File: config.mk
export PLATFORM = sky130hd
export DESIGN_NAME = decrementer_timer_flat
export DESIGN_NICKNAME = d
export VERILOG_FILES = /design/src/rtl/decrementer_timer_if.sv /design/src/rtl/decrementer_timer.sv /design/src/flat_wrapper.sv
export SDC_FILE = /design/constraint.sdc
export NUM_CORES = 1
export LEC_CHECK = 0
export ABC_AREA = 1
export CORE_AREA = 2 2 39 41
export DETAILED_ROUTE_END_ITERATION = 16
export DIE_AREA = 0 0 41 43
export GPL_TIMING_DRIVEN = 0
export PLACE_DENSITY_LB_ADDON = 0.08
export SLEW_MARGIN = 10
export SYNTH_ARGS = -nofsm -noshare
export SYNTH_HDL_FRONTEND = slang
export SYNTH_SLANG_ARGS = --single-unit
File: constraint.sdc
create_clock -name clk -period 0.9 [get_ports clk]
set_input_delay 0.135 -clock clk [delete_from_list [all_inputs] [get_ports clk]]
set_output_delay 0.135 -clock clk [all_outputs]
set_load 0.05 [all_outputs]
File: src/rtl/decrementer_timer_if.sv
// Control/status bundle for decrementer_timer: the requester drives load/enable/abort
// and observes the registered count, busy flag and done pulse.
interface decrementer_timer_if #(
  parameter int WIDTH = 4
);
  logic             start;
  logic [WIDTH-1:0] load_val;
  logic             en;
  logic             abort;
  logic [WIDTH-1:0] count;
  logic             busy;
  logic             done;

  modport master (
    output start, load_val, en, abort,
    input  count, busy, done
  );

  modport slave (
    input  start, load_val, en, abort,
    output count, busy, done
  );
endinterface

File: src/rtl/decrementer_timer.sv
// Loadable WIDTH-bit countdown timer with one-cycle done pulse and optional auto-reload,
// used as the delay/timeout counter for downstream control FSMs.
module decrementer_timer #(
  parameter int WIDTH       = 4,
  parameter bit AUTO_RELOAD = 1'b0
) (
  input  logic                clk,
  input  logic                rst,
  decrementer_timer_if.slave  bus
);

  typedef enum logic {
    S_IDLE  = 1'b0,
    S_COUNT = 1'b1
  } state_t;

  state_t           r_state;
  logic [WIDTH-1:0] r_count;
  logic [WIDTH-1:0] r_reload;
  logic             r_done;

  logic             w_load_zero;
  logic             w_last_step;

  // Floor-at-zero decrement: the counter can never wrap from 0 to all-ones.
  function automatic logic [WIDTH-1:0] dec_floor(input logic [WIDTH-1:0] val);
    if (val == '0) begin
      dec_floor = '0;
    end else begin
      dec_floor = val - WIDTH'(1);
    end
  endfunction

  assign w_load_zero = (bus.load_val == '0);
  assign w_last_step = (r_count <= WIDTH'(1));

  always_ff @(posedge clk) begin
    if (rst) begin
      r_state  <= S_IDLE;
      r_count  <= '0;
      r_reload <= '0;
      r_done   <= 1'b0;
    end else begin
      r_done <= 1'b0;
      if (bus.abort) begin
        // Abort freezes the count where it stands for post-mortem inspection.
        r_state <= S_IDLE;
      end else if (bus.start) begin
        if (w_load_zero) begin
          r_count <= '0;
          r_done  <= 1'b1;
          r_state <= S_IDLE;
        end else begin
          r_count  <= bus.load_val;
          r_reload <= bus.load_val;
          r_state  <= S_COUNT;
        end
      end else if ((r_state == S_COUNT) && bus.en) begin
        if (w_last_step) begin
          r_done <= 1'b1;
          if (AUTO_RELOAD) begin
            r_count <= r_reload;
          end else begin
            r_count <= '0;
            r_state <= S_IDLE;
          end
        end else begin
          r_count <= dec_floor(r_count);
        end
      end
    end
  end

  assign bus.count = r_count;
  assign bus.busy  = (r_state == S_COUNT);
  assign bus.done  = r_done;

endmodule

File: src/flat_wrapper.sv
// flat-port wrapper written by rule: the top's interface ports become plain ports
module decrementer_timer_flat 
#(
  parameter int WIDTH       = 4,
  parameter bit AUTO_RELOAD = 1'b0
)
  (clk, rst, bus_start, bus_load_val, bus_en, bus_abort, bus_count, bus_busy, bus_done);
  decrementer_timer_if #(.WIDTH(WIDTH)) bus_i ();
  input  logic clk;
  input  logic rst;
  input wire logic [$bits(bus_i.start)-1:0] bus_start;
  input wire logic [$bits(bus_i.load_val)-1:0] bus_load_val;
  input wire logic [$bits(bus_i.en)-1:0] bus_en;
  input wire logic [$bits(bus_i.abort)-1:0] bus_abort;
  output wire logic [$bits(bus_i.count)-1:0] bus_count;
  output wire logic [$bits(bus_i.busy)-1:0] bus_busy;
  output wire logic [$bits(bus_i.done)-1:0] bus_done;
  assign bus_i.start = bus_start;
  assign bus_i.load_val = bus_load_val;
  assign bus_i.en = bus_en;
  assign bus_i.abort = bus_abort;
  assign bus_count = bus_i.count;
  assign bus_busy = bus_i.busy;
  assign bus_done = bus_i.done;
  decrementer_timer #(.WIDTH(WIDTH), .AUTO_RELOAD(AUTO_RELOAD)) u_core (.clk(clk), .rst(rst), .bus(bus_i));
endmodule
==> results.sh <==
export IMPL_tritoncts="built"
export IMPL_worst_pin_slew_ns=0.289
export IMPL_wl_per_cell_microns=9.67
export IMPL_use_met2=0.156
export IMPL_cp_buffers_inverters=1
export IMPL_grt_max_degree=8
export IMPL_grt_pass1_vias=363
export IMPL_violations="negative setup slack"
export IMPL_crit_path_end_kind="output port"
export IMPL_min_from="bus_en"
export IMPL_synth_most_common_cell="nand2_1"
export IMPL_p_leak_nw=0.303
export IMPL_io_buffers=14
export IMPL_clk_path_buf_depth=2
export IMPL_initial_utilization=0.249
export IMPL_grt_busiest_layer="met1"
export IMPL_max_stage_delay_ns=0.39
export IMPL_grt_pass1_wl_mm=1.48
export IMPL_viasPerCell=4.34
export IMPL_die_w_microns=41
export IMPL_nets=87
export IMPL_dieArea_sq_um=1760
export IMPL_place_inst=88
export IMPL_met3_usage=0.0314
export IMPL_synthDistinctLibCells=9
export IMPL_p_per_area_nw_per_um2=1370
export IMPL_place_gp_congestion=0.723
export IMPL_coreArea_sq_um=1380
export IMPL_worstSkewPairLatency_ns=0.26
export IMPL_synth_area_sq_um=344
export IMPL_root_buffer="clkbuf_4"
export IMPL_num_vias=404
export IMPL_maxSlewViolCount=0
export IMPL_synth_top_area_frac=0.349
export IMPL_synth_area_leaders="dfxtp_1 35%, nand2_1 26%, a21oi_1 12%, inv_1 8.7%, nand2_4 6.5%"
export IMPL_diodes=0
export IMPL_cap_violations=0
export IMPL_synth_main_ff_cell="dfxtp_1"
export IMPL_cp_startpoint="u_core.bus.count[0]$_SDFFE_PP0P_"
export IMPL_ys_ff_latch=6
export IMPL_drive_above_1_share=0.403
export IMPL_worstReg2RegStart="u_core.bus.count[3]$_SDFFE_PP0P_"
export IMPL_min_period_over_period=1.04
export IMPL_crit_path_cell_trace="buf_8"
export IMPL_rsz0062_at_grt="true"
export IMPL_syn_inst=58
export IMPL_finalHoldViolations=0
export IMPL_fmax_mhz=1070
export IMPL_cts_sinks=6
export IMPL_grt_ovfl_total=0
export IMPL_io_pins=15
export IMPL_setup_slack_ns=-0.0326
export IMPL_cts_inserted_buffers=3
export IMPL_placementRows=14
export IMPL_fin_worst_skew_ns=0.00997
export IMPL_antenna_left=0
export IMPL_cp_required_ns=0.76
export IMPL_grt_usage=0.136
export IMPL_drc=0
export IMPL_hold_buffers=0
export IMPL_synthTopCellsByCount="24 x nand2_1, 8 x a21oi_1, 8 x inv_1, 6 x dfxtp_1, 6 x nor2_1"
export IMPL_ys_async_sr_fraction=0
export IMPL_setup_violations=3
export IMPL_stdcell_count=93
export IMPL_die_h_microns=43
export IMPL_ir_drop_uv=618
export IMPL_min_period_ns=0.933
export IMPL_arrival_ns=0.80
export IMPL_firstDrtPassIters=1
export IMPL_htreeDepth=1
export IMPL_whs_ns=0.344
export IMPL_gr_usage_met1=0.177
export IMPL_crit_type="register to output port"
export IMPL_crit_slowest_cell="dfxtp_4"
export IMPL_syn_num_nets=67
export IMPL_start_kind="register"
export IMPL_synth_warnings=0
export IMPL_critPathTopFamily="flip-flops"
export IMPL_dp_hpwl_microns=685
export IMPL_routed_wl_microns=899
export IMPL_status="finished with violations"
export IMPL_crit_fanout=4
export IMPL_area_delta_synth_final_pct=84.4
export IMPL_slew_limit_headroom=0.807
export IMPL_synth_area_leader_cell="dfxtp_1"
export IMPL_fillers=153
export IMPL_synth_edf_count=0
export IMPL_clk_pin_slew_worst_paths_ns=0.06
export IMPL_syn_area_per_cell_sq_um=5.93
export IMPL_synth_seq_area_share=0.349
export IMPL_drt_iter0_markers=0
export IMPL_fin_util=0.458
export IMPL_hold_class="primary input to register"
export IMPL_antenna_found_initial=0
## cell usage in the layout (no fill, tap or decap), drive strengths merged
cell,n
nand2,26
inv,9
a21oi,8
buf,7
clkdlybuf4s50,6
dfxtp,6
nor2,6
clkbuf,4
nand3,2
o21ai,1
dlymetal6s2s,1
clkdlybuf4s15,1
## layout make-up
| cell class | instances | area (sq um) | share of cell area |
|---|---|---|---|
| inverter | 9 | 33.8 | 0.0533 |
| clock buffer | 4 | 26.3 | 0.0414 |
| sequential | 6 | 140 | 0.221 |
| timing repair buffer | 15 | 176 | 0.278 |
| tap | 16 | 20.0 | 0.0316 |
| multi-input combinational | 43 | 238 | 0.375 |
## tightest hold or removal path, delay by kind of cell
family,cells,cell delay [ns]
AND/OR/NAND/NOR,4,0.28
buffers and inverters,1,0.14
## timing repair
item	4_1_cts	5_1_grt
setup endpoints to repair	12	11
buffers inserted	1	0
gates resized for setup	47	17
pin swaps	3	4
cloned	0	0
## report_power, final
part | internal [mW] | leakage [nW] | switching (mW)
clock | 0.170 | 0.0150 | 0.127
combinational | 0.117 | 0.235 | 0.152
sequential | 0.278 | 0.0532 | 0.0255
## registers in the layout (all words and copies together), names as in the netlist
| name | count |
|---|---|
| u_core.bus.done | 1 |
| u_core.bus.busy | 1 |
| u_core.bus.count | 4 |
## kinds of logic (layout without fill, tap and decap cells)
kind of cell | after synthesis | after routing | synth area share
simple gates | 34 | 34 | 0.422
flops | 6 | 6 | 0.349
buf+inv | 9 | 28 | 0.0982
compound gates | 9 | 9 | 0.131
## path summary, 6_finish.rpt
kind | endpoint | slack, ns | depth (start not counted)
max | bus_count[0] | -0.03 | 1
min reg2reg | u_core.bus.busy$_SDFFE_PP0P_ | 0.52 | 2
max reg2reg | u_core.bus.count[0]$_SDFFE_PP0P_ | 0.01 | 8
min | u_core.bus.done$_SDFF_PP0_ | 0.34 | 5
## layer usage
layer  wire length [microns]  share of wire
met1                     414           0.46
met2                     414           0.46
met3                      40          0.044
met4                      29          0.032
met5                       0              0
## stage by stage
step | setup slack, ns | power (mW) | TNS, ns | area [sq um]
2_1_floorplan | -0.0588 | 0.438 | -0.127 | 369
3_3_place_gp | -0.476 | 0.528 | -4.59 | 529
3_5_place_dp | -0.473 | 0.528 | -4.61 | 529
4_1_cts | -0.0150 | 0.854 | -0.0637 | 584
5_1_grt | -0.0698 | 0.925 | -0.347 | 634
6_report | -0.0326 | 0.870 | -0.0672 | 634
Note: power is estimated with default switching activity, not from simulation.
